`src/rtl/op_downscale.sv`:
```
`default_nettype none
// +----------------------------------------------------------------------------+
// | Module      : op_downscale                                                 |
// | Description : CORDIC output stage. Rounds off the guard LSBs (half-up),    |
// |               range-limits to DATA_WIDTH and counts overflowed beats.      |
// |               Build option OP_DOWNSCALE_SAT_EN: clamp instead of wrap.     |
// | Revision    : 1.0 - initial release                                        |
// +----------------------------------------------------------------------------+
module op_downscale #(
    parameter int DATA_WIDTH   = 16,
    parameter int CORDIC_WIDTH = 22,
    parameter int CNT_WIDTH    = 8
) (
    input  logic                    clk,
    input  logic                    nreset,
    input  logic [CORDIC_WIDTH-1:0] x_in,
    input  logic [CORDIC_WIDTH-1:0] y_in,
    input  logic                    in_vld,
    output logic                    in_rdy,
    output logic [DATA_WIDTH-1:0]   x_out,
    output logic [DATA_WIDTH-1:0]   y_out,
    output logic                    op_vld,
    input  logic                    out_rdy,
    output logic                    ovf,
    input  logic                    clr_cnt,
    output logic [CNT_WIDTH-1:0]    ovf_cnt
);

    localparam int c_frac = CORDIC_WIDTH - DATA_WIDTH;
    localparam int c_sw   = CORDIC_WIDTH + 1;
    localparam logic [c_sw-1:0] c_rnd = {{(c_sw-1){1'b0}}, 1'b1} << (c_frac - 1);

    logic [c_sw-1:0]       s1_x_q, s1_x_d;
    logic [c_sw-1:0]       s1_y_q, s1_y_d;
    logic                  s1_vld_q, s1_vld_d;
    logic [DATA_WIDTH-1:0] x_out_q, x_out_d;
    logic [DATA_WIDTH-1:0] y_out_q, y_out_d;
    logic                  op_vld_q, op_vld_d;
    logic                  ovf_q, ovf_d;
    logic [CNT_WIDTH-1:0]  cnt_q, cnt_d;

    logic                  w_s2_adv;
    logic                  w_accept;
    logic [DATA_WIDTH:0]   w_qx;
    logic [DATA_WIDTH:0]   w_qy;
    logic                  w_ovf_x;
    logic                  w_ovf_y;
    logic                  w_ovf;

    // Lane result for an out-of-range quotient: clamp or keep the low bits.
    function automatic logic [DATA_WIDTH-1:0] limit(input logic [DATA_WIDTH:0] q);
        logic [DATA_WIDTH-1:0] r;
        r = q[DATA_WIDTH-1:0];
`ifdef OP_DOWNSCALE_SAT_EN
        if (q[DATA_WIDTH] != q[DATA_WIDTH-1]) begin
            r = q[DATA_WIDTH] ? {1'b1, {(DATA_WIDTH-1){1'b0}}}
                              : {1'b0, {(DATA_WIDTH-1){1'b1}}};
        end
`else
        r = q[DATA_WIDTH-1:0];
`endif
        return r;
    endfunction

    assign w_s2_adv = ~op_vld_q | out_rdy;
    assign in_rdy   = ~s1_vld_q | w_s2_adv;
    assign w_accept = in_vld & in_rdy;

    // Arithmetic shift by c_frac is just the upper DATA_WIDTH+1 bits.
    assign w_qx    = s1_x_q[c_sw-1:c_frac];
    assign w_qy    = s1_y_q[c_sw-1:c_frac];
    assign w_ovf_x = w_qx[DATA_WIDTH] ^ w_qx[DATA_WIDTH-1];
    assign w_ovf_y = w_qy[DATA_WIDTH] ^ w_qy[DATA_WIDTH-1];
    assign w_ovf   = w_ovf_x | w_ovf_y;

    always_comb begin
        s1_x_d   = s1_x_q;
        s1_y_d   = s1_y_q;
        s1_vld_d = s1_vld_q;
        x_out_d  = x_out_q;
        y_out_d  = y_out_q;
        op_vld_d = op_vld_q;
        ovf_d    = ovf_q;
        cnt_d    = cnt_q;

        if (w_accept) begin
            s1_x_d   = {x_in[CORDIC_WIDTH-1], x_in} + c_rnd;
            s1_y_d   = {y_in[CORDIC_WIDTH-1], y_in} + c_rnd;
            s1_vld_d = 1'b1;
        end else if (w_s2_adv) begin
            s1_vld_d = 1'b0;
        end

        if (w_s2_adv) begin
            op_vld_d = s1_vld_q;
            ovf_d    = s1_vld_q & w_ovf;
            if (s1_vld_q) begin
                x_out_d = limit(w_qx);
                y_out_d = limit(w_qy);
            end
        end

        // Clear has priority over a same-cycle increment.
        if (clr_cnt) begin
            cnt_d = '0;
        end else if (w_s2_adv && s1_vld_q && w_ovf && !(&cnt_q)) begin
            cnt_d = cnt_q + CNT_WIDTH'(1);
        end
    end

    always_ff @(posedge clk or negedge nreset) begin
        if (!nreset) begin
            s1_x_q   <= '0;
            s1_y_q   <= '0;
            s1_vld_q <= 1'b0;
            x_out_q  <= '0;
            y_out_q  <= '0;
            op_vld_q <= 1'b0;
            ovf_q    <= 1'b0;
            cnt_q    <= '0;
        end else begin
            s1_x_q   <= s1_x_d;
            s1_y_q   <= s1_y_d;
            s1_vld_q <= s1_vld_d;
            x_out_q  <= x_out_d;
            y_out_q  <= y_out_d;
            op_vld_q <= op_vld_d;
            ovf_q    <= ovf_d;
            cnt_q    <= cnt_d;
        end
    end

    assign x_out   = x_out_q;
    assign y_out   = y_out_q;
    assign op_vld  = op_vld_q;
    assign ovf     = ovf_q;
    assign ovf_cnt = cnt_q;

endmodule
`default_nettype wire
```
`config.mk`:
```
export PLATFORM = sky130hd
export DESIGN_NAME = op_downscale
export DESIGN_NICKNAME = d
export VERILOG_FILES = /design/src/rtl/op_downscale.sv
export SDC_FILE = /design/constraint.sdc
export NUM_CORES = 1
export LEC_CHECK = 0
export CORE_MARGIN = 2
export CORE_UTILIZATION = 50
export DETAILED_ROUTE_END_ITERATION = 8
export MAX_ROUTING_LAYER = met4
export PLACE_DENSITY = 0.79
export SLEW_MARGIN = 20
export SYNTH_ARGS = -nofsm -noshare
export SYNTH_HDL_FRONTEND = slang
export SYNTH_SLANG_ARGS = --single-unit
```
`constraint.sdc`:
```
create_clock -name clk -period 2.4 [get_ports clk]
set_input_delay 0.48 -clock clk [delete_from_list [all_inputs] [get_ports clk]]
set_output_delay 0.48 -clock clk [all_outputs]
set_load 0.02 [all_outputs]
```
* Yosys cells after proc, flatten, opt, wreduce, memory -nomap -nowiden
Index checks and enable logic that the tools add are counted.
Storage, ports and cells: flip-flop bits (word level) 89, latch bits 0, RAM bits 0, memory bits (read-only) 0, output and inout port bits 43, logic and storage cells 32, memories 0
Operators by class: $add $sub $neg 3, $mul 0, div/mod/pow operators 0, order comparisons 0, eq/ne operators 0, shifts and indexed selects 0, mux-type cells 4, bitwise gates (word level) 9, reductions and logical operators 8
Operators with widths (count):
- $add 22x7->23 const B | 2
- $mux 8 | 2
- $add 8x1->8 const B | 1
- $reduce_and 8->1 | 1
- $reduce_bool 2->1 | 2
- $logic_and 1x1->1 | 3
- $or 1x1->1 | 3
- $and 1x1->1 | 2
- $mux 1 | 2
- $not 1->1 | 2
- $reduce_and 2->1 | 1
- $xor 1x1->1 | 2
- $logic_not 1->1 | 1

* Longest topological paths before layout
Gate-level depths: netlist (run 1).
depth after elaboration 7, mapped depth 5, gate-level depth less buffers 5

* Least setup slack after synthesis (run 1)
Ideal clock, no wire load.
path kind input-to-reg, start input port x_in[5], end register s1_x_q[21], arrival time 1597 ps, required time 2331 ps, path slack 734 ps, stages 5, buffers on the path 0, cell sequence ha_1 -> nand3_1 -> or2_4 -> or4_1 -> nand3_1
Between the ends: cells in the longest elaborated chain, start to end 1
RTL lines:
- start, declared | line 16 | input logic [CORDIC_WIDTH-1:0] x_in,
- $add 22x7->23 | line 87 | s1_x_d = {x_in[CORDIC_WIDTH-1], x_in} + c_rnd;
- end signal, assigned | line 113 | s1_x_q <= '0;
- end signal, assigned | line 122 | s1_x_q <= s1_x_d;
- end, declared | line 33 | logic [c_sw-1:0] s1_x_q, s1_x_d;
No other way between the ends. A chain may end at the register's enable or synchronous reset.

* Worst setup path after layout (run 1)
start input port out_rdy, end output port in_rdy
Between the ends: cells in the longest elaborated chain, start to end 2
RTL lines:
- start, declared | line 23 | input logic out_rdy,
- $or 1x1->1 | line 65 | assign w_s2_adv = ~op_vld_q | out_rdy;
- $or 1x1->1 | line 66 | assign in_rdy = ~s1_vld_q | w_s2_adv;
- end, declared | line 19 | output logic in_rdy,
No other way between the ends.

==> impl_summary.txt, run 1 <==
----------------------------------------------------
[Layout]
  Number of standard cells in the layout, taps in and fillers out ... 515
  Syn-to-layout area delta ... 33.43%
  Layout Nets ... 467
  Commonest cells after routing, fill and taps aside ... sky130_fd_sc_hd__clkdlybuf4s50_1 (80), sky130_fd_sc_hd__dfrtp_1 (77), sky130_fd_sc_hd__nand2_1 (43)
  Final instance area ... around 4800 um2
  N_diodes ... 0
  Final core utilization ... a little over two thirds
  Most common library cell in the layout ignoring fill and taps ... sky130_fd_sc_hd__clkdlybuf4s50_1
  Share of post-route cells with drive strength above 1 ... 16.23%

[Placed design]
  Final RePlAce weighted congestion ... between 0.8 and 0.9
  Buffers on Ports ... 81
  Worst setup slack before clock tree synthesis ... about 130 ps
  Cell area after placement ... about 4500 um2
  Dpl hpwl ... 5312 um
  Number of placed instances, taps included ... 500

[Worst setup path]
  Critical path launch point type ... input pin
  Largest fanout on the critical path ... 2
  Crit path DAT ... ~1700 ps
  Nature of the critical path endpoint ... primary output
  CP Data Required Time ... 1920 ps
  Worst setup path class ... in -> out

[Synth]
  Syn Nets ... around 380
  Post-synth top area share ... between 50 and 60%
  Total standard cell area after synthesis ... roughly 3600 um2
  Fraction of registers with async set/reset ... 100.0%
  EDFF count, synth ... 0
  Netlist cell types ... 34
  Post-synth top flop ... sky130_fd_sc_hd__dfrtp_1
  Sequential cell area fraction in the yosys report ... between 50% and 60%
  Cell type with the largest total area after synthesis ... sky130_fd_sc_hd__dfrtp_1
  Top cells by area, synth ... sky130_fd_sc_hd__dfrtp_1 (54%), sky130_fd_sc_hd__mux2_2 (12%), sky130_fd_sc_hd__xnor2_1 (5.4%)
  Number of flip-flops and latches in the synthesized netlist ... just under 80
  Post-Synthesis Mean Instance Area ... about 11 um2
  Synthesized instance count ... between 300 and 400
  Ys Warns ... 0

[CTS]
  CTS Root Buffer Type ... sky130_fd_sc_hd__clkbuf_8
  CTS tree ... built
  Number of cells upsized or downsized after cts ... 0
  Buffer levels on the longest clock path ... 2
  Post-CTS clock slew at the launch and capture registers of the worst setup and hold paths ... ~80 ps
  CTS Hold Buffers Added ... 0
  Latest clock arrival within the worst-skew pair ... roughly 340 ps
  Clock buffer count from CTS ... 9
  H-tree level count ... 3
  Clock Sinks ... 77
  Post-CTS Setup Bufs ... 0

[Power]
  Leakage component of the power ... a little under 2 nW
  Areal power density over the cells ... approximately 780 nW/um2
  Highest ir drop seen on vdd ... 527.2 uV

[Timing]
  Setup repair after global routing missed its margin ... no
  Post-route setup slack ... roughly 240 ps
  Final setup violation count ... 0
  Achievable Freq ... 463.5 MHz
  Fin Setup TNS ... 0 ps
  Crit path time final ... between 2000 and 2500 ps
  Part of the cycle the worst path needs ... 89.90%
  Final Max Tran Viols ... 0
  Slew at the pin closest to its max-slew limit ... roughly 700 ps
  Relative slew slack ... 53.20%
  Number of failing hold endpoints at the final stage ... 0
  Worst clock skew ... approximately 9 ps

[Routing]
  Final ANT Viol Nets ... 0
  Wire length after detailed routing ... around 7400 um
  Initial DRC Count ... 153
  Avg Vias per Cell ... roughly 5.4
  Post-route DRC ... 0
  Vias after detailed routing ... approximately 2800
  Sum of routed wire segments on met1 ... around 3200 um
  Routed wire length per instance ... ~14 um
  First-pass DRT Iterations ... 4
  Total length of routed met2 wires ... approximately 3600 um
  Highest routing layer actually used ... met4
  Met3 Wirelength ... 358 um

[Global routing]
  Maximum number of pins on one net before global-route repair ... 48
  Residual overflow from global routing ... 0
  Via count of the first global-routing pass ... roughly 2700
  Initial antenna violation count ... 0
  Total global-route track usage ... a little over a fifth
  Wire length of the first global-routing pass ... roughly 12000 um

[Die]
  Die Height ... 88.47 um
  Total die area ... 7826 um2
  Initial Utilization ... 52.22%
  Area of the core region ... between 6000 and 7000 um2
  Row count ... 30
  Die extent in x ... around 88 um
  Top-level I/O count ... roughly 90

[Hold path]
  HP Class ... in -> async

[Status]
  Run status ... finished clean

[Flow run]
  Max-capacitance violation count ... 0

----------------------------------------------------
==> critical path: stages <==
cell                              delay (ps)
sky130_fd_sc_hd__clkdlybuf4s50_1         470
sky130_fd_sc_hd__nand3b_1                120
sky130_fd_sc_hd__clkdlybuf4s50_1         610
==> sequential cells by signal, indices dropped and copies added, names as in the netlist <==
| name | flops |
|---|---|
| y_out | 16 |
| ovf_cnt | 8 |
| s1_x_q | 17 |
| x_out | 16 |
| ovf | 1 |
| op_vld | 1 |
| s1_vld_q | 1 |
| s1_y_q | 17 |
==> synth_stat cells (2+ instances only) <==
cell type / number
sky130_fd_sc_hd__a21oi_1: 4
sky130_fd_sc_hd__buf_2: 3
sky130_fd_sc_hd__clkbuf_1: 7
sky130_fd_sc_hd__dfrtp_1: 77
sky130_fd_sc_hd__ha_1: 3
sky130_fd_sc_hd__inv_1: 7
sky130_fd_sc_hd__mux2_2: 37
sky130_fd_sc_hd__nand2_1: 44
sky130_fd_sc_hd__nand2b_1: 5
sky130_fd_sc_hd__nand3_1: 17
sky130_fd_sc_hd__nand4_1: 7
sky130_fd_sc_hd__nor2_1: 9
sky130_fd_sc_hd__nor2b_1: 3
sky130_fd_sc_hd__nor3_1: 6
sky130_fd_sc_hd__nor4_1: 10
sky130_fd_sc_hd__o211ai_1: 2
sky130_fd_sc_hd__o21ai_0: 30
sky130_fd_sc_hd__o31ai_1: 3
sky130_fd_sc_hd__or3_1: 2
sky130_fd_sc_hd__or4_1: 5
sky130_fd_sc_hd__xnor2_1: 22
sky130_fd_sc_hd__xor2_1: 9
==> cell type report <==
class	instances	area, um2
Multi-Input combinational cell	229	1564
Clock buffer	11	141.4
Sequential cell	77	1927
Tap cell	96	120.1
Inverter	7	26.28
Timing Repair Buffer	91	908.4
Clock inverter	4	72.57
Fill cell	558	2072
==> kinds of logic (layout without fill, tap and decap cells) <==
group                    count (synthesis)  in the layout  synth area share [%]
flip-flops                              77             77                 54.02
AND/OR/NAND/NOR                        116            116                 16.84
buffers and inverters                   18            113                 2.210
multiplexers                            38             38                 11.96
XOR/XNOR                                31             31                 7.611
adder cells (fa/ha/maj)                  3              3                 1.052
AO/OA/AOI/OAI                           41             41                 6.313
==> path summary, 6_finish.rpt <==
| kind | start | end | slack (ps) | cells past startpoint |
|---|---|---|---|---|
| setup / recovery | out_rdy | in_rdy | 240 | 3 |
| hold / removal | nreset | x_out[13] | 130 | 1 |
| setup reg to reg | s1_y_q[21] | ovf_cnt[3] | 550 | 4 |
| hold reg to reg | s1_y_q[19] | s1_y_q[19] | 480 | 2 |
| max in group asynchronous | nreset | s1_vld_q | 1680 | 2 |
| min in group clk | s1_y_q[19] | s1_y_q[19] | 480 | 2 |
==> power by group <==
part           internal, mW  switching (mW)  total, mW
logic                 0.513           0.473      0.987
clock network         0.607           0.450       1.06
registers              1.53           0.128       1.66
total                  2.65            1.05       3.70
==> stage by stage <==
step | power, mW | hold slack (ps)
after floorplan | 2.154 | 184.4
after global placement | 2.646 | 457.6
after detailed placement | 2.676 | 466.4
after CTS | 3.734 | 154.3
after global routing | 3.879 | 177.6
final | 3.699 | 134.6
==> routing by layer <==
layer  vias to the layer above  GRT usage [%]
met5                         -              -
met4                         0          9.917
met3                        18          3.825
met2                        77          33.42
met1                      1352          26.60
li1                       1332              -
Note: power is estimated with default switching activity, not from simulation.
==> run 2: changes to the inputs <==
--- a/config.mk
+++ b/config.mk
@@ -8,8 +8,9 @@
 export CORE_MARGIN = 2
 export CORE_UTILIZATION = 50
 export DETAILED_ROUTE_END_ITERATION = 8
+export DONT_BUFFER_PORTS = 1
 export MAX_ROUTING_LAYER = met4
-export PLACE_DENSITY = 0.79
+export PLACE_DENSITY = 0.62
 export SLEW_MARGIN = 20
 export SYNTH_ARGS = -nofsm -noshare
 export SYNTH_HDL_FRONTEND = slang
==> impl_summary.txt, run 2 (synthesis results as in run 1) <==
----------------------------------------------------
[Timing]
  Final Max Tran Viols ... 0 (unchanged)
  Part of the cycle the worst path needs ... 77.25% (was 89.90%)
  Relative slew slack ... 48.18% (was 53.20%)
  Post-route setup slack ... 546.1 ps (was 242.4 ps)
  Slew at the pin closest to its max-slew limit ... 773.9 ps (was 698.9 ps)
  Worst clock skew ... 6.328 ps (was 8.767 ps)
  Fin Setup TNS ... 0 ps (unchanged)
  Setup repair after global routing missed its margin ... no (unchanged)
  Crit path time final ... 1854 ps (was 2158 ps)
  Hold_ws ... 1.298 ps (was 134.6 ps)
  Number of failing hold endpoints at the final stage ... 0 (unchanged)
  Achievable Freq ... 539.4 MHz (was 463.5 MHz)
  Final setup violation count ... 0 (unchanged)

[Layout]
  N_diodes ... 0 (unchanged)
  Final instance area ... 3894 um2 (was 4760 um2)
  Layout Nets ... 380 (was 467)
  Commonest cells after routing, fill and taps aside ... sky130_fd_sc_hd__dfrtp_1 (77), sky130_fd_sc_hd__nand2_1 (43), sky130_fd_sc_hd__mux2_2 (37) (was sky130_fd_sc_hd__clkdlybuf4s50_1 (80), sky130_fd_sc_hd__dfrtp_1 (77), sky130_fd_sc_hd__nand2_1 (43))
  Register Area ... 1927 um2 (unchanged)
  Number of standard cells in the layout, taps in and fillers out ... 429 (was 515)
  Final core utilization ... 57.00% (was 69.67%)
  Largest registers ... s1_x_q (17), s1_y_q (17) (unchanged)
  Fillcell total ... 614 (was 558)
  Most common library cell in the layout ignoring fill and taps ... sky130_fd_sc_hd__dfrtp_1 (was sky130_fd_sc_hd__clkdlybuf4s50_1)
  Syn-to-layout area delta ... 9.155% (was 33.43%)
  Share of post-route cells with drive strength above 1 ... 18.32% (was 16.23%)
  Total area of multi-input combinational cells ... 1564 um2 (unchanged)

[Power]
  Part of the power in the clock network ... 31.5% (was 28.6%)
  Total chip power ... 3.275 mW (was 3.699 mW)
  Areal power density over the cells ... 841.1 nW/um2 (was 777.3 nW/um2)
  Switching share of power ... 29.46% (was 28.43%)
  Internal cell power ... 2.310 mW (was 2.648 mW)
  Combinational Power Share ... 11.6% (was 26.7%)
  Reg power frac ... 56.9% (was 44.7%)
  Total net switching power ... 0.9647 mW (was 1.052 mW)
  Leakage component of the power ... 1.601 nW (was 1.938 nW)
  Highest ir drop seen on vdd ... 461.6 uV (was 527.2 uV)

[Worst setup path]
  Largest fanout on the critical path ... 12 (was 2)
  Critical path launch point type ... flip-flop (was input pin)
  Crit path DAT ... 2080 ps (was 1680 ps)
  Worst reg2reg path depth ... 4 (unchanged)
  Nature of the critical path endpoint ... flip-flop (was primary output)
  Worst setup path class ... reg -> reg (was in -> out)
  CP Data Required Time ... 2630 ps (was 1920 ps)

[Routing]
  First-pass DRT Iterations ... 4 (unchanged)
  Vias after detailed routing ... 2355 (was 2779)
  Initial DRC Count ... 77 (was 153)
  Routed wire length per instance ... 15.35 um (was 14.46 um)
  Wire length after detailed routing ... 6586 um (was 7447 um)
  Post-route DRC ... 0 (unchanged)
  Avg Vias per Cell ... 5.490 (was 5.396)
  Final ANT Viol Nets ... 0 (unchanged)

[Global routing]
  Via count of the first global-routing pass ... 2339 (was 2654)
  Residual overflow from global routing ... 0 (unchanged)
  Total global-route track usage ... 18.51% (was 21.18%)
  Initial antenna violation count ... 0 (unchanged)
  Wire length of the first global-routing pass ... 10740 um (was 12430 um)
  Maximum number of pins on one net before global-route repair ... 78 (was 48)

[Placed design]
  Buffers on Ports ... 0 (was 81)
  Worst setup slack before clock tree synthesis ... 547.9 ps (was 131.0 ps)
  Cell area after placement ... 3660 um2 (was 4546 um2)
  Dpl hpwl ... 4511 um (was 5312 um)
  Final RePlAce weighted congestion ... 0.8050 (was 0.8686)
  Number of placed instances, taps included ... 412 (was 500)

[CTS]
  Latest clock arrival within the worst-skew pair ... 340 ps (about the same)
  Clock buffer count from CTS ... 9 (unchanged)
  H-tree level count ... 3 (unchanged)
  Number of cells upsized or downsized after cts ... 0 (unchanged)
  Clock Sinks ... 77 (unchanged)
  Post-CTS Setup Bufs ... 0 (unchanged)
  Buffer levels on the longest clock path ... 2 (unchanged)
  CTS Root Buffer Type ... sky130_fd_sc_hd__clkbuf_8 (unchanged)
  CTS tree ... built (unchanged)
  Post-CTS clock slew at the launch and capture registers of the worst setup and hold paths ... 80 ps (about the same)

[Die]
  Die Height ... 88.47 um (unchanged)
  Initial Utilization ... 52.22% (unchanged)
  Total die area ... 7826 um2 (unchanged)
  Area of the core region ... 6832 um2 (unchanged)
  Die extent in x ... 88.47 um (unchanged)
  Row count ... 30 (unchanged)
  Top-level I/O count ... 92 (unchanged)

[Status]
  Run status ... finished clean (unchanged)

[Flow run]
  Max-capacitance violation count ... 0 (unchanged)

[Hold path]
  HP Class ... in -> async (unchanged)

----------------------------------------------------
## run 2: cell types whose count changed in the layout (fill, tap and decap cells not counted), sizes merged
cell / change
clkdlybuf4s50: -80
buf: -7
clkinv: +2
clkinvlp: -1
## run 2: final cells by class
cell class                      instances  share of cell area, %
Tap cell                               96                  3.085
Sequential cell                        77                  49.49
Multi-Input combinational cell        229                  40.17
Clock buffer                           11                  3.374
Clock inverter                          5                  1.928
Timing Repair Buffer                    4                  1.285
Inverter                                7                 0.6748
## run 2: worst paths after layout
| kind | startpoint | to | slack, ps |
|---|---|---|---|
| setup / recovery | op_vld | ovf_cnt[5] | 550 |
| hold / removal | nreset | x_out[13] | 1 |
| setup reg to reg | op_vld | ovf_cnt[5] | 550 |
| hold reg to reg | s1_y_q[7] | s1_y_q[7] | 480 |
| max in group asynchronous | nreset | s1_x_q[15] | 2040 |
| min in group clk | clr_cnt | ovf_cnt[4] | 190 |
## run 2: per-layer routing
metal	up-vias	track usage (%)	share of wire, %
met2	57	27.82	47
met4	0	8.264	1.5
met1	1146	23.41	45
met5	-	-	0
li1	1143	-	-
met3	9	5.224	7.0
## run 2: timing repair
item,in CTS,in global routing
endpoints found under the hold margin,77,0
setup endpoints to repair,0,0
hold buffers,1,0
## run 2: worst max-delay path: stages (launching register included)
cell and delay [ps]:
sky130_fd_sc_hd__dfrtp_1 470, sky130_fd_sc_hd__nand2b_1 170, sky130_fd_sc_hd__o211ai_1 330, sky130_fd_sc_hd__nor4_1 410, sky130_fd_sc_hd__mux2_2 370
## run 2: power groups by stage
stage	clock (mW)	combinational [mW]	sequential, mW
4_1_cts	1.06	0.390	1.87
3_5_place_dp	0	0.356	1.90
3_3_place_gp	0	0.346	1.89
6_report	1.03	0.379	1.86
5_1_grt	1.10	0.437	1.90
2_1_floorplan	0	0.313	1.84
==> run 3: changes to the inputs <==
==> constraint.sdc (replaced) <==
create_clock -name clk -period 1.85 [get_ports clk]
set_input_delay 0.37 -clock clk [delete_from_list [all_inputs] [get_ports clk]]
set_output_delay 0.37 -clock clk [all_outputs]
set_load 0.02 [all_outputs]
==> impl_summary.txt, run 3 (synthesis results as in run 1) <==
----------------------------------------------------
[Status]
  Run status ... finished, violations left (was finished clean)
  Failing checks ... negative hold slack

[Global routing]
  Wire length of the first global-routing pass ... 11100 um (was 10740 um)
  Via count of the first global-routing pass ... 2313 (was 2339)
  Maximum number of pins on one net before global-route repair ... 78 (unchanged)
  Total global-route track usage ... 19.10% (was 18.51%)
  Residual overflow from global routing ... 0 (unchanged)
  Initial antenna violation count ... 0 (unchanged)

[Routing]
  Vias after detailed routing ... 2331 (was 2355)
  Initial DRC Count ... 40 (was 77)
  Routed wire length per instance ... 15.28 um (was 15.35 um)
  First-pass DRT Iterations ... 5 (was 4)
  Final ANT Viol Nets ... 0 (unchanged)
  Avg Vias per Cell ... 5.310 (was 5.490)
  Wire length after detailed routing ... 6709 um (was 6586 um)
  Post-route DRC ... 0 (unchanged)

[Worst setup path]
  Nature of the critical path endpoint ... flip-flop (unchanged)
  CP top delay family ... flip-flops (was simple AND/OR/NAND/NOR gates)
  Buf+Inv Stages, Crit Path ... 1 (was 0)
  Largest fanout on the critical path ... 12 (unchanged)
  Worst reg2reg path depth ... 5 (was 4)
  CP Data Required Time ... 2080 ps (was 2630 ps)
  Crit path DAT ... 1940 ps (was 2080 ps)
  Slack of the worst reg-to-reg path ... 140 ps (was 550 ps)
  Peak per-stage delay on the critical path ... 400 ps (was 470 ps)
  End of the worst register-to-register path ... ovf_cnt[5] (unchanged)
  Worst R2R Start ... s1_y_q[21] (was op_vld)
  CP max stage cell ... sky130_fd_sc_hd__dfrtp_1 (unchanged)
  Critical path launch point type ... flip-flop (unchanged)
  Worst setup path class ... reg -> reg (unchanged)
  Cell chain of the critical path ... xor2_1 -> o211ai_1 -> buf_4 -> nor4_1 -> mux2_2 (was nand2b_1 -> o211ai_1 -> nor4_1 -> mux2_2)

[Timing]
  Part of the cycle the worst path needs ... 92.50% (was 77.25%)
  Achievable Freq ... 584.3 MHz (was 539.4 MHz)
  Number of failing hold endpoints at the final stage ... 77 (was 0)
  Slew at the pin closest to its max-slew limit ... 467.9 ps (was 773.9 ps)
  Fin Setup TNS ... 0 ps (unchanged)
  Relative slew slack ... 68.69% (was 48.18%)
  Hold_ws ... -287.0 ps (was 1.298 ps)
  Final setup violation count ... 0 (unchanged)
  Final Max Tran Viols ... 0 (unchanged)
  Setup repair after global routing missed its margin ... no (unchanged)
  Crit path time final ... 1711 ps (was 1854 ps)
  Worst clock skew ... 9.565 ps (was 6.328 ps)

[Die]
  Total die area ... 7826 um2 (unchanged)
  Die extent in x ... 88.47 um (unchanged)
  Top-level I/O count ... 92 (unchanged)
  Row count ... 30 (unchanged)
  Die Height ... 88.47 um (unchanged)
  Initial Utilization ... 52.22% (unchanged)
  Area of the core region ... 6832 um2 (unchanged)

[Hold path]
  HP Class ... in -> async (unchanged)

[Layout]
  Number of standard cells in the layout, taps in and fillers out ... 439 (was 429)
  Most common library cell in the layout ignoring fill and taps ... sky130_fd_sc_hd__dfrtp_1 (unchanged)
  Register Area ... 1927 um2 (unchanged)
  Final core utilization ... 58.26% (was 57.00%)
  Syn-to-layout area delta ... 11.57% (was 9.155%)
  Largest registers ... s1_x_q (17), s1_y_q (17) (unchanged)
  Total area of multi-input combinational cells ... 1564 um2 (unchanged)
  Fillcell total ... 628 (was 614)
  Layout Nets ... 390 (was 380)
  Share of post-route cells with drive strength above 1 ... 20.99% (was 18.32%)
  N_diodes ... 0 (unchanged)
  Commonest cells after routing, fill and taps aside ... sky130_fd_sc_hd__dfrtp_1 (77), sky130_fd_sc_hd__nand2_1 (43), sky130_fd_sc_hd__mux2_2 (37) (unchanged)

[CTS]
  Clock Sinks ... 77 (unchanged)
  H-tree level count ... 3 (unchanged)
  Post-CTS Setup Bufs ... 0 (unchanged)
  Post-CTS clock slew at the launch and capture registers of the worst setup and hold paths ... 80 ps (about the same)
  Number of cells upsized or downsized after cts ... 0 (unchanged)
  Buffer levels on the longest clock path ... 2 (unchanged)
  Clock buffer count from CTS ... 9 (unchanged)
  Latest clock arrival within the worst-skew pair ... 350 ps (was 340 ps)
  CTS Root Buffer Type ... sky130_fd_sc_hd__clkbuf_8 (unchanged)
  CTS tree ... built (unchanged)

[Placed design]
  Buffers on Ports ... 0 (unchanged)
  Number of placed instances, taps included ... 423 (was 412)
  Dpl hpwl ... 4721 um (was 4511 um)
  Final RePlAce weighted congestion ... 0.8010 (was 0.8050)

[Power]
  Leakage component of the power ... 1.657 nW (was 1.601 nW)
  Highest ir drop seen on vdd ... 544.0 uV (was 461.6 uV)
  Areal power density over the cells ... 1086 nW/um2 (was 841.1 nW/um2)

[Flow run]
  Max-capacitance violation count ... 0 (unchanged)

----------------------------------------------------
## run 3: cell count changes in the layout (fill, tap and decap cells not counted)
cell                       change
sky130_fd_sc_hd__buf_12        +1
sky130_fd_sc_hd__buf_16        -1
sky130_fd_sc_hd__buf_4        +10
sky130_fd_sc_hd__clkbuf_1      -1
sky130_fd_sc_hd__clkbuf_8      +2
sky130_fd_sc_hd__clkinv_2      -1
## run 3: worst max-delay path by stage
stage,startpoint,end,slack (ps),cells after the start
6_report,s1_y_q[21],ovf_cnt[5],140,5
4_1_cts,s1_y_q[21],ovf_cnt[5],110,5
5_1_grt,s1_y_q[21],ovf_cnt[5],2,5
2_1_floorplan,op_vld,ovf_cnt[7],230,5
3_3_place_gp,s1_y_q[21],ovf_cnt[5],180,5
3_5_place_dp,s1_y_q[21],ovf_cnt[5],120,5
## run 3: stage by stage
stage | power (mW) | worst slack (ps) | area, um2
2_1_floorplan | 2.794 | 225.5 | 3567
3_3_place_gp | 2.927 | 177.8 | 3755
3_5_place_dp | 2.951 | 117.7 | 3755
4_1_cts | 4.385 | 106.2 | 3980
5_1_grt | 4.537 | 2.316 | 3980
6_report | 4.321 | 138.7 | 3980
## run 3: final cells by class
| class | count | area share (%) |
|---|---|---|
| clock buffer | 12 | 3.898 |
| timing repair buffer | 14 | 2.955 |
| inverter | 7 | 0.6602 |
| sequential | 77 | 48.41 |
| clock inverter | 4 | 1.760 |
| multi-input combinational | 229 | 39.30 |
| tap | 96 | 3.018 |
## run 3: power by group
| group | switching (mW) | internal (mW) |
|---|---|---|
| clock network | 0.592 | 0.830 |
| registers | 0.421 | 1.98 |
| logic | 0.216 | 0.282 |
## run 3: metal layers
metal	part of all wire (%)	vias to the layer above	track usage, %
met5	0	-	-
met4	1.5	0	8.264
met3	6.2	9	5.317
met2	46	49	27.61
met1	46	1098	25.27
li1	-	1175	-
